--- config.mk ---
export PLATFORM = sky130hd
export DESIGN_NAME = instr_decode_ctrl
export DESIGN_NICKNAME = d
export VERILOG_FILES = /design/src/rtl/instr_decode_ctrl.sv
export SDC_FILE = /design/constraint.sdc
export NUM_CORES = 1
export LEC_CHECK = 0
export BUFFER_PORTS_ARGS = -buffer_cell sky130_fd_sc_hd__buf_4
export CELL_PAD_IN_SITES_DETAIL_PLACEMENT = 1
export CELL_PAD_IN_SITES_GLOBAL_PLACEMENT = 1
export CORE_AREA = 2 2 97 99
export DETAILED_ROUTE_END_ITERATION = 8
export DIE_AREA = 0 0 99 101
export PLACE_DENSITY = 0.74
export SYNTH_ARGS = -nofsm -noshare
export SYNTH_HDL_FRONTEND = slang
export SYNTH_SLANG_ARGS = --single-unit
export TNS_END_PERCENT = 20
--- constraint.sdc ---
create_clock -name clk -period 2 [get_ports clk]
set_input_delay 0.4 -clock clk [delete_from_list [all_inputs] [get_ports clk]]
set_output_delay 0.4 -clock clk [all_outputs]
set_load 0.05 [all_outputs]
--- src/rtl/instr_decode_ctrl.sv ---
// -----------------------------------------------------------------------------
// instr_decode_ctrl
//
// Multi-cycle control FSM for a small RV32I datapath. It requests an
// instruction fetch, waits for the fetch stage to report a stable IR,
// registers the decoded fields, optionally waits on data memory, and closes
// each instruction with a single write-back cycle that commits the next PC.
//
// Parameters
//   MEM_TIMEOUT   max MEM cycles waited for mem_ready (1..15, 4-bit counter)
//
// Build option
//   ILLEGAL_TRAP_EN  when defined, an unrecognised opcode raises 'illegal'
//                    and parks the FSM in TRAP until reset. When undefined,
//                    such an opcode retires as a NOP (PC+4, no register write)
//                    and 'illegal' is tied low.
//
// Ports
//   clk, rst          clock; asynchronous active-low reset
//   start             level; allows leaving IDLE and chaining instructions
//   IR, W_IR_valid    instruction word and its "updated and stable" strobe
//   NZCV              ALU flags {N,Z,C,V}, looked at only in WB
//   mem_ready         data memory access complete
//   write_ir          one-cycle fetch request (FETCH)
//   write_pc          one-cycle PC commit (WB)
//   pc_sel            0 = PC+4, 1 = branch/jump target (meaningful in WB)
//   write_reg         register-file write strobe (WB)
//   write_mem         data-memory write strobe (MEM, stores only)
//   alu_op, rs1, rs2, rd, imm   fields registered in DECODE
//   state             current FSM state (debug / checker visibility)
//   mem_err           sticky memory-timeout flag, cleared only by reset
//   illegal           illegal-opcode flag
//
// Handshakes: W_IR_valid is a level qualifier consumed only in WAIT_IR, and
// mem_ready is consumed only in MEM; neither has a ready back-pressure signal,
// and both are ignored in every other state. All four strobes are Moore
// outputs derived from registered state only.
// -----------------------------------------------------------------------------
module instr_decode_ctrl #(
  parameter int unsigned MEM_TIMEOUT = 15
) (
  input  logic        clk,
  input  logic        rst,
  input  logic        start,
  input  logic [31:0] IR,
  input  logic        W_IR_valid,
  input  logic [3:0]  NZCV,
  input  logic        mem_ready,
  output logic        write_ir,
  output logic        write_pc,
  output logic        pc_sel,
  output logic        write_reg,
  output logic        write_mem,
  output logic [3:0]  alu_op,
  output logic [4:0]  rs1,
  output logic [4:0]  rs2,
  output logic [4:0]  rd,
  output logic [31:0] imm,
  output logic [2:0]  state,
  output logic        mem_err,
  output logic        illegal
);

  typedef enum logic [2:0] {
    S_IDLE    = 3'd0,
    S_FETCH   = 3'd1,
    S_WAIT_IR = 3'd2,
    S_DECODE  = 3'd3,
    S_EXEC    = 3'd4,
    S_MEM     = 3'd5,
    S_WB      = 3'd6,
    S_TRAP    = 3'd7
  } state_t;

  // Instruction class captured in DECODE; CL_NONE marks an unrecognised opcode.
  typedef enum logic [2:0] {
    CL_NONE   = 3'd0,
    CL_ALU    = 3'd1,
    CL_UPPER  = 3'd2,
    CL_LOAD   = 3'd3,
    CL_STORE  = 3'd4,
    CL_BRANCH = 3'd5,
    CL_JAL    = 3'd6,
    CL_JALR   = 3'd7
  } class_t;

  localparam logic [6:0] OPC_LUI    = 7'b0110111;
  localparam logic [6:0] OPC_AUIPC  = 7'b0010111;
  localparam logic [6:0] OPC_JAL    = 7'b1101111;
  localparam logic [6:0] OPC_JALR   = 7'b1100111;
  localparam logic [6:0] OPC_BRANCH = 7'b1100011;
  localparam logic [6:0] OPC_LOAD   = 7'b0000011;
  localparam logic [6:0] OPC_STORE  = 7'b0100011;
  localparam logic [6:0] OPC_OPIMM  = 7'b0010011;
  localparam logic [6:0] OPC_OP     = 7'b0110011;

  localparam logic [3:0] ALU_ADD  = 4'b0000;
  localparam logic [3:0] ALU_SUB  = 4'b1000;
  localparam logic [3:0] ALU_PASS = 4'b1111;

  // The counter starts at 0 on the first MEM cycle, so the last allowed
  // cycle is MEM_TIMEOUT-1.
  localparam logic [3:0] TIMEOUT_LAST = 4'(MEM_TIMEOUT - 1);

  state_t      state_q, state_d;
  class_t      cls_q, dec_cls;
  logic [2:0]  funct3_q;
  logic [3:0]  mem_cnt_q;
  logic        armed_q;
  logic        mem_to_q;     // this instruction timed out in MEM
  logic        mem_err_q;
  logic        mem_timeout;
  logic        br_taken;
  logic [31:0] dec_imm;
  logic [3:0]  dec_alu;

  // ---------------------------------------------------------------------------
  // Combinational decode of the IR presented during DECODE.
  // ---------------------------------------------------------------------------
  always_comb begin
    dec_cls = CL_NONE;
    dec_imm = '0;
    dec_alu = ALU_ADD;
    unique case (IR[6:0])
      OPC_LUI: begin
        dec_cls = CL_UPPER;
        dec_imm = {IR[31:12], 12'b0};
        dec_alu = ALU_PASS;
      end
      OPC_AUIPC: begin
        dec_cls = CL_UPPER;
        dec_imm = {IR[31:12], 12'b0};
      end
      OPC_JAL: begin
        dec_cls = CL_JAL;
        dec_imm = {{11{IR[31]}}, IR[31], IR[19:12], IR[20], IR[30:21], 1'b0};
      end
      OPC_JALR: begin
        dec_cls = CL_JALR;
        dec_imm = {{20{IR[31]}}, IR[31:20]};
      end
      OPC_BRANCH: begin
        dec_cls = CL_BRANCH;
        dec_imm = {{19{IR[31]}}, IR[31], IR[7], IR[30:25], IR[11:8], 1'b0};
        dec_alu = ALU_SUB;
      end
      OPC_LOAD: begin
        dec_cls = CL_LOAD;
        dec_imm = {{20{IR[31]}}, IR[31:20]};
      end
      OPC_STORE: begin
        dec_cls = CL_STORE;
        dec_imm = {{20{IR[31]}}, IR[31:25], IR[11:7]};
      end
      OPC_OPIMM: begin
        dec_cls = CL_ALU;
        dec_imm = {{20{IR[31]}}, IR[31:20]};
        // Only the shift-right form uses IR[30] as an op modifier (SRAI);
        // for the other immediates it is just an immediate bit.
        dec_alu = {(IR[14:12] == 3'b101) & IR[30], IR[14:12]};
      end
      OPC_OP: begin
        dec_cls = CL_ALU;
        dec_alu = {IR[30], IR[14:12]};
      end
      default: begin
        dec_cls = CL_NONE;
      end
    endcase
  end

  assign mem_timeout = (state_q == S_MEM) && !mem_ready && (mem_cnt_q == TIMEOUT_LAST);

  // ---------------------------------------------------------------------------
  // Next-state logic
  // ---------------------------------------------------------------------------
  always_comb begin
    state_d = state_q;
    unique case (state_q)
      S_IDLE:    if (start && armed_q) state_d = S_FETCH;
      S_FETCH:   state_d = S_WAIT_IR;
      S_WAIT_IR: if (W_IR_valid) state_d = S_DECODE;
      S_DECODE: begin
        state_d = S_EXEC;
`ifdef ILLEGAL_TRAP_EN
        if (dec_cls == CL_NONE) state_d = S_TRAP;
`endif
      end
      S_EXEC: begin
        if (cls_q == CL_LOAD || cls_q == CL_STORE) state_d = S_MEM;
        else                                       state_d = S_WB;
      end
      S_MEM:     if (mem_ready || mem_timeout) state_d = S_WB;
      S_WB:      state_d = start ? S_FETCH : S_IDLE;
      S_TRAP:    state_d = S_TRAP;
      default:   state_d = S_IDLE;
    endcase
  end

  // ---------------------------------------------------------------------------
  // State and datapath-control registers
  // ---------------------------------------------------------------------------
  always_ff @(posedge clk or negedge rst) begin
    if (!rst) begin
      state_q   <= S_IDLE;
      armed_q   <= 1'b0;
      cls_q     <= CL_NONE;
      funct3_q  <= '0;
      mem_cnt_q <= '0;
      mem_to_q  <= 1'b0;
      mem_err_q <= 1'b0;
      alu_op    <= '0;
      rs1       <= '0;
      rs2       <= '0;
      rd        <= '0;
      imm       <= '0;
    end else begin
      state_q <= state_d;
      // One idle edge after reset release before IDLE may be left.
      armed_q <= 1'b1;

      if (state_q == S_DECODE) begin
        cls_q    <= dec_cls;
        funct3_q <= IR[14:12];
        alu_op   <= dec_alu;
        rs1      <= IR[19:15];
        rs2      <= IR[24:20];
        rd       <= IR[11:7];
        imm      <= dec_imm;
        mem_to_q <= 1'b0;
      end

      if (state_q == S_MEM && !mem_ready && !mem_timeout) mem_cnt_q <= mem_cnt_q + 4'd1;
      else                                                mem_cnt_q <= '0;

      if (mem_timeout) begin
        mem_err_q <= 1'b1;
        mem_to_q  <= 1'b1;
      end
    end
  end

`ifdef ILLEGAL_TRAP_EN
  logic illegal_q;
  always_ff @(posedge clk or negedge rst) begin
    if (!rst)                                            illegal_q <= 1'b0;
    else if (state_q == S_DECODE && dec_cls == CL_NONE) illegal_q <= 1'b1;
  end
  assign illegal = illegal_q;
`else
  assign illegal = 1'b0;
`endif

  // ---------------------------------------------------------------------------
  // Branch condition from the flags present during WB
  // ---------------------------------------------------------------------------
  always_comb begin
    br_taken = 1'b0;
    unique case (funct3_q)
      3'b000:  br_taken = NZCV[2];               // BEQ  Z
      3'b001:  br_taken = !NZCV[2];              // BNE  !Z
      3'b100:  br_taken = NZCV[3] != NZCV[0];    // BLT  N!=V
      3'b101:  br_taken = NZCV[3] == NZCV[0];    // BGE  N==V
      3'b110:  br_taken = !NZCV[1];              // BLTU !C
      3'b111:  br_taken = NZCV[1];               // BGEU C
      default: br_taken = 1'b0;
    endcase
  end

  // ---------------------------------------------------------------------------
  // Moore strobes
  // ---------------------------------------------------------------------------
  always_comb begin
    write_ir  = (state_q == S_FETCH);
    write_pc  = (state_q == S_WB);
    write_mem = (state_q == S_MEM) && (cls_q == CL_STORE);
    write_reg = 1'b0;
    pc_sel    = 1'b0;
    if (state_q == S_WB) begin
      write_reg = (rd != 5'd0) &&
                  ((cls_q == CL_ALU) || (cls_q == CL_UPPER) ||
                   (cls_q == CL_JAL) || (cls_q == CL_JALR)  ||
                   ((cls_q == CL_LOAD) && !mem_to_q));
      pc_sel    = (cls_q == CL_JAL) || (cls_q == CL_JALR) ||
                  ((cls_q == CL_BRANCH) && br_taken);
    end
  end

  assign state   = state_q;
  assign mem_err = mem_err_q;

endmodule

==> results of run 1 <==
metal layers:
layer  global-route usage, %  vias to the layer above
met4                    6.43                        0
met1                    26.3                     1502
met5                       0                        -
li1                        -                     1455
met3                    4.79                        9
met2                    34.2                       69
worst min path at each step:
stage / startpoint / endpoint / slack (ps)
2_1_floorplan: rst / asynchronous set/reset pin / 100
3_3_place_gp: rst / funct3_q[1] / 370
3_5_place_dp: rst / funct3_q[1] / 380
4_1_cts: rst / funct3_q[1] / 7
5_1_grt: rst / funct3_q[1] / 20
6_report: rst / funct3_q[1] / 4
per-stage QoR:
stage	power, mW	cell area [um2]
2_1_floorplan	5.40	3390
3_3_place_gp	6.71	4270
3_5_place_dp	6.83	4270
4_1_cts	8.09	4510
5_1_grt	8.48	4520
6_report	8.02	4520
worst max-delay path, delay by kind of cell (launching register included):
kind	cells	cell delay [ps]
flops	1	400
simple gates	2	570
buf+inv	2	250
compound gates	1	170
sequential cells by signal, indices dropped and copies added, names as in the netlist, named ones only:
signal / cells
alu_op: 4
armed_q: 1
cls_q: 3
funct3_q: 3
imm: 32
mem_cnt_q: 4
mem_err: 1
mem_to_q: 1
rd: 5
rs1: 5
rs2: 5
state: 2
what timing repair did:
action,4_1_cts,5_1_grt
setup endpoints to repair,3,2
pin swaps,3,0
gates resized for setup,7,1
setup buffers,1,0
cells by family (layout without fill, tap and decap cells):
group           count (synthesis)  count (layout)  share of synthesized area (%)
mux                             1               1                          0.453
buf+inv                        30             139                           4.87
flops                          67              67                           50.6
other cells                     2               2                          0.226
simple gates                  193             193                           26.9
xor+xnor                        4               4                           1.06
fa+ha+maj                       2               2                          0.755
compound gates                 66              66                           15.1
layout make-up:
| class | instances | area [um2] |
|---|---|---|
| fillers | 1066 | 4460 |
| clock buffers | 12 | 165 |
| multi-input cells | 268 | 1550 |
| repair buffers | 115 | 900 |
| well taps | 111 | 139 |
| flip-flops and latches | 67 | 1680 |
| clock inverters | 4 | 47.5 |
| inverters | 8 | 30.0 |
where the power goes:
part	leakage [nW]	internal (mW)	switching (mW)
logic	1.25	1.36	3.05
registers	0.852	1.96	0.451
clock network	0.108	0.674	0.521
total	2.21	3.99	4.03
cells in the final DEF (no fill, tap or decap), drive strengths merged, types with 2 or more instances in the layout:
cell and n:
nor3 10, o21ai 21, a221oi 7, and3b 2, nand2 89, dfrtp 67, a31oi 5, a21oi 5
o31ai 2, buf 115, clkbuf 12, inv 8, nor2b 3, nor2 37, xnor2 3, ha 2
nand3b 3, nand3 36, nand2b 6, clkinv 2, a211oi 8, a22o 4, a41oi 2, conb 2
a21o 5, o22ai 2
==> impl_metrics.tcl, run 1 <==
set metrics [dict create \
    status "finished with violations" \
    violations "setup timing" \
    antenna_left 0 \
    async_reset_ff_share_pct 100 \
    vias_per_cell 5.19 \
    numCtsBuffers 9 \
    tightest_slew_ps 510 \
    synth_area_per_cell_um2 9.08 \
    grt_use_total_pct 20.4 \
    gp_congestion 0.761 \
    cpPeakStageDelay_ps 520 \
    port_buffers 100 \
    netlist_area_um2 3320 \
    hold_ws_ps 4.18 \
    rr_endpoint "imm[15]" \
    setup.worst_path.end "pc_sel" \
    ir_drop_v 0.00107 \
    synthFlopType "dfrtp_1" \
    antenna_cells 0 \
    fin_util_pct 50.3 \
    arrival_ps 1730 \
    met3RoutedLength_um 547 \
    yosysTopAreaCell "dfrtp_1" \
    fin_ws_ps -134 \
    drt-met1-wl_mm 4.45 \
    ys_warn_count 0 \
    reg2reg_slack_ps 230 \
    synth_commonest_cells "nand2_1, dfrtp_1, nor2_1" \
    worstPathRequired_ps 1600 \
    finalNetCount 512 \
    netlist_instances 365 \
    met2_length_mm 4.82 \
    synth.distinct_cells 49 \
    areaGrowthSynthToFinish_pct 36.2 \
    grt_pass1_vias 3196 \
    routed.top_layer "met4" \
    die-width_um 99 \
    ys_seq_area_share_pct 50.6 \
    via_count 3035 \
    slew_headroom_pct 65.9 \
    synth_area_leaders "dfrtp_1, nand2_1, nand3_1" \
    hold_viol 0 \
    drc_errors 0 \
    cp-end-kind "primary output" \
    fin_crit_sh_pct 107 \
    rsz0062_at_grt "true" \
    layout.cells.non_filler 585 \
    powerDensity_nw_per_um2 1780 \
    synth_fp_nets 408 \
    start_util_pct 36.9 \
    max_freq_ghz 0.469 \
    die_area_um2 10000 \
    firstDrtPassIters 4 \
    hpwl_mm 7.40 \
    cts_max_level 3 \
    core_area_um2 8980 \
    routed_wl_mm 9.94 \
    drt_iter0_drc 137 \
    rows 35 \
    tns_ps -158 \
    cts-root-buf "clkbuf_8" \
    path_clk_slew_ps 70 \
    critPathLaunchType "flop" \
    dp_cells 568 \
    worstPathCellList "inv_2 -> nand2_2 -> or4_4 -> a31oi_4 -> buf_6" \
    die_h_um 101 \
    drive_gt1_share_pct 34.8 \
    slowest_stage "or4_4" \
    grt_remaining_overflow 0 \
    p_leak_nw 2.21 \
    critical_path_class "reg -> out" \
    critPathLaunch "funct3_q[1]" \
    fin_crit_ps 2130 \
    synth_edf_count 0 \
    hp-class "in -> async" \
    cp_max_fo 3 \
    place_ws_ps -99.7 \
    r2r_cells 4 \
    drv_slew 0 \
    drv_cap 0 \
    grt_max_degree 37 \
    ctsHoldBuffers 0 \
    setup_viol 2 \
    cts_sinks 67 \
    grt_first_pass_wirelength_mm 16.3 \
    clk_latency_ps 350 \
    antenna_found_initial 0 \
    ioPinCount 102 \
    clockBufferDepth 2 \
    synth.most_common_cell "nand2_1" \
    avgRoutedWirePerCell_um 17.0 \
    fin_skew_ps 7.23 \
    synth.top_cell.area_share_pct 50.6 \
    cts_tree "yes" \
    ys_ff_latch 67 \
]
(Power assumes the default switching activity.)
==> inputs of run 2 (changes only) <==
Settings changed: CELL_PAD_IN_SITES_DETAIL_PLACEMENT 1 to unset, CELL_PAD_IN_SITES_GLOBAL_PLACEMENT 1 to unset, CORE_AREA 2 2 97 99 to 2 2 84 86, DIE_AREA 0 0 99 101 to 0 0 86 88.
==> run 2 against run 1 <==
  * The run ends with hold timing, setup timing left
  * Clock skew is 3.4 ps lower
  * First-iteration DRC count is 56% higher
  * Count of clock-buffer cells in the layout is 1 lower
==> impl_metrics.tcl, run 2 (same netlist as run 1, synthesis figures left out) <==
set metrics [dict create \
    cp_max_fo 3 \
    slowest_stage "or4_4" \
    max_freq_ghz 0.471 \
    critical_path_class "reg -> out" \
    rows 30 \
    slew_headroom_pct 58.4 \
    core_area_um2 6640 \
    hold_ws_ps -11.4 \
    grt_use_total_pct 23.7 \
    fin_crit_ps 2120 \
    top_register "imm" \
    worstPathRequired_ps 1600 \
    place_ws_ps -110 \
    die_area_um2 7570 \
    reg2reg_slack_ps 310 \
    violations "hold timing, setup timing" \
    ioPinCount 102 \
    die_h_um 88 \
    grt_remaining_overflow 0 \
    gp_congestion 0.837 \
    arrival_ps 1720 \
    ir_drop_v 0.000919 \
    critPathLaunch "funct3_q[1]" \
    n_fill_cell 562 \
    layout_common_cells "buf_4, nand2_1, dfrtp_1" \
    drv_slew 0 \
    antenna_cells 0 \
    antenna_left 0 \
    grt_max_degree 37 \
    die-width_um 86 \
    fin_ws_ps -123 \
    numCtsBuffers 9 \
    grt_pass1_vias 2943 \
    start_util_pct 49.9 \
    tightest_slew_ps 619 \
    cpPeakStageDelay_ps 520 \
    largest_reg_flops 32 \
    path_clk_slew_ps 70 \
    avgRoutedWirePerCell_um 15.5 \
    worstPathCellList "inv_2 -> nand2_1 -> or4_4 -> a31oi_4 -> buf_6" \
    antenna_found_initial 0 \
    setup_viol 1 \
    hpwl_mm 6.29 \
    fin_util_pct 66.6 \
    status "finished with violations" \
    port_buffers 100 \
    cp-end-kind "primary output" \
    drv_cap 0 \
    drive_gt1_share_pct 34.5 \
    clockBufferDepth 2 \
    firstDrtPassIters 4 \
    cts-root-buf "clkbuf_8" \
    fin_skew_ps 3.85 \
    p_leak_nw 2.19 \
    vias_per_cell 5.51 \
    rsz0062_at_grt "true" \
    r2r_cells 4 \
    grt_first_pass_wirelength_mm 14.1 \
    rr_endpoint "imm[19]" \
    cts_tree "yes" \
    final_common_cell "buf_4" \
    drt_iter0_drc 214 \
    critPathLaunchType "flop" \
    cts_sinks 67 \
    hp-class "in -> async" \
    routed_wl_mm 8.55 \
    powerDensity_nw_per_um2 1750 \
    finalNetCount 513 \
    drc_errors 0 \
    clk_latency_ps 340 \
    fin_crit_sh_pct 106 \
    via_count 3046 \
    areaGrowthSynthToFinish_pct 33.4 \
    cts_max_level 3 \
    hold_viol 6 \
]
==> run 2: changes by cell type in the layout (fill, tap and decap cells not counted) <==
cell        change
nand2_1         +1
buf_12          -1
clkinv_2        +1
buf_4           +2
clkinvlp_4      -1
bufinv_16       -1
clkbuf_8        -1
nand2_2         -1
==> run 2: final cells by class <==
cell class              count  area (um2)  area share [%]
flip-flops and latches     67        1680            38.0
repair buffers            116         895            20.2
inverters                   8        30.0           0.679
well taps                  80         100            2.26
clock inverters             3        15.0           0.339
clock buffers              11         151            3.42
multi-input cells         268        1550            35.1
==> run 2: stage by stage <==
step	cell area [um2]	TNS (ps)	std cells	power [mW]
final	4420	-123	553	7.75
after global routing	4420	-239	553	8.19
after CTS	4400	-123	551	7.75
after detailed placement	4200	-110	535	6.72
after global placement	4200	-65.9	535	6.65
after floorplan	3390	-138	365	5.40
==> run 2: worst max path at each step <==
stage / end / slack [ps] / cells after the start
finish: pc_sel / -120 / 5
global placement: pc_sel / -70 / 6
detailed placement: pc_sel / -110 / 6
global route: pc_sel / -190 / 5
floorplan: write_reg / -80 / 5
CTS: pc_sel / -120 / 5
==> run 2: what timing repair did <==
action                     4_1_cts  5_1_grt
resized for setup                4        3
pin swaps                        3        0
setup endpoints to repair        2        3
setup buffers                    2        2
hold buffers                     0        0
==> run 2: critical path, delay by kind of cell, from the launching register on <==
| kind | cells | cell delay [ps] |
|---|---|---|
| buffers and inverters | 2 | 250 |
| flip-flops | 1 | 390 |
| AO/OA/AOI/OAI | 1 | 170 |
| AND/OR/NAND/NOR | 2 | 570 |
==> run 2: power breakdown <==
group	leakage, nW	internal [mW]	total [mW]	switching [mW]
registers	0.852	1.95	2.40	0.445
clock network	0.0908	0.497	0.993	0.496
logic	1.25	1.37	4.36	2.98
total	2.19	3.82	7.75	3.92
==> run 2: metal layers <==
layer	up-vias	wire [um]	GRT usage, %
li1	1463	-	-
met1	1471	3710	32.6
met2	98	4060	36.6
met3	14	661	5.18
met4	0	120	10.2
met5	-	0	0
==> inputs of run 3 (changes only) <==
Settings changed: ABC_AREA set to 0, CORE_AREA 2 2 84 86 to 3 3 85 87, DIE_AREA 0 0 86 88 to 0 0 88 90.
==> run 3 against run 2 <==
  * The run ends with setup timing left
  * Combinational power is 0.9% lower
  * Die area is 4.7% higher
  * First-iteration DRC count is 18% lower
  * Critical path depth stayed put
  * Clock power is 8.7% lower
  * Routed wire length is 1.4% higher
  * Largest cell class unchanged
  * Largest power group unchanged
==> impl_metrics.tcl, run 3 (same netlist as run 1, synthesis figures left out) <==
set metrics [dict create \
    rows 29 \
    critPathLaunchType "flop" \
    p_leak_nw 2.17 \
    top_register "imm" \
    clk_latency_ps 330 \
    antenna_found_initial 0 \
    slew_headroom_pct 58.1 \
    grt_use_total_pct 22.8 \
    cts_max_level 3 \
    power_mw 7.63 \
    hold_viol 0 \
    stdcell_area_um2 4380 \
    cts-root-buf "clkbuf_8" \
    antenna_left 0 \
    place_ws_ps -95.4 \
    status "finished with violations" \
    antenna_cells 0 \
    powerDensity_nw_per_um2 1740 \
    critical_path_class "reg -> out" \
    numCtsBuffers 9 \
    die-width_um 88 \
    drv_cap 0 \
    avgRoutedWirePerCell_um 15.8 \
    setup_viol 1 \
    largest_reg_flops 32 \
    start_util_pct 51.6 \
    tightest_slew_ps 624 \
    ir_drop_v 0.00103 \
    hp-class "in -> async" \
    areaGrowthSynthToFinish_pct 32.0 \
    ctsHoldBuffers 0 \
    grt_first_pass_wirelength_mm 14.4 \
    fin_crit_sh_pct 105 \
    worstPathRequired_ps 1600 \
    rsz0062_at_grt "true" \
    arrival_ps 1700 \
    cp-end-kind "primary output" \
    die_h_um 90 \
    postPlaceCellArea_um2 4190 \
    cts_tree "yes" \
    clockBufferDepth 2 \
    violations "setup timing" \
    vias_per_cell 5.56 \
    critPathLaunch "funct3_q[1]" \
    cp_max_fo 3 \
    cts_sinks 67 \
    fin_ws_ps -102 \
    grt_remaining_overflow 0 \
    final_common_cell "buf_4" \
    ioPinCount 102 \
    max_freq_ghz 0.476 \
    grt_max_degree 51 \
    firstDrtPassIters 5 \
    core_area_um2 6420 \
    via_count 3045 \
    drv_slew 0 \
    die_area_um2 7920 \
    port_buffers 100 \
    finalNetCount 511 \
    path_clk_slew_ps 70 \
    drt_iter0_drc 176 \
    drive_gt1_share_pct 34.2 \
    layout_common_cells "buf_4, nand2_1, dfrtp_1" \
    routed_wl_mm 8.67 \
    grt_pass1_vias 3014 \
    fin_skew_ps 5.55 \
    fin_crit_ps 2100 \
    drc_errors 0 \
    gp_congestion 0.863 \
    hpwl_mm 6.43 \
]
run 3: cell types whose count changed in the layout (fill, tap and decap cells not counted):
cell and delta:
clkbuf_1 +1, clkinv_2 +1, buf_4 -1, nand2_2 +1, clkbuf_8 -2, buf_12 -1, nand2_1 -1
run 3: power by group:
part | internal (mW) | leakage (nW) | total [mW] | switching (mW)
Sequential | 1.95 | 0.852 | 2.40 | 0.445
Clock | 0.427 | 0.0815 | 0.907 | 0.480
Combinational | 1.34 | 1.24 | 4.32 | 2.98
run 3: final cells by class:
type	instances	area, um2
Multi-Input combinational cell	268	1550
Timing Repair Buffer	114	867
Inverter	8	30.0
Clock buffer	10	128
Clock inverter	4	20.0
Tap cell	77	96.3
Sequential cell	67	1680
Fill cell	539	2050
run 3: layer usage:
metal | wire length, um | up-vias | GRT usage [%]
met4 | 161 | 0 | 9.72
met1 | 3800 | 1463 | 31.0
met2 | 4140 | 112 | 34.8
li1 | - | 1454 | -
met5 | 0 | - | 0
met3 | 569 | 16 | 4.94
run 3: worst max-delay path, cell delays in order, from the launching register on:
cell,delay (ps)
dfrtp_1,390
inv_2,80
nand2_2,40
or4_4,520
a31oi_4,170
buf_6,180
run 3: worst paths after layout:
| check | slack, ps | cells past startpoint | endpoint |
|---|---|---|---|
| setup / recovery | -100 | 5 | pc_sel |
| hold reg to reg | 460 | 1 | mem_err |
| setup reg to reg | 420 | 4 | imm[17] |
| hold / removal | 80 | 1 | state[0] |
| max in group asynchronous | 1290 | 2 | imm[18] |
| min in group clk | 270 | 3 | rs1[1] |
run 3: through the flow:
step | std cells | hold slack, ps | utilization [%] | TNS [ps]
floorplan | 365 | 104 | - | -138
global placement | 532 | 455 | 65.2 | -68.0
detailed placement | 532 | 451 | 65.2 | -95.4
CTS | 547 | 100 | 67.9 | -122
global route | 548 | 123 | 68.1 | -211
finish | 548 | 82.8 | 68.1 | -102
run 3: repair_timing:
action | CTS | global route
setup endpoints to repair | 3 | 3
endpoints found under the hold margin | 0 | 0
resized for setup | 6 | 2
pin swaps | 2 | 0
buffers inserted | 1 | 1
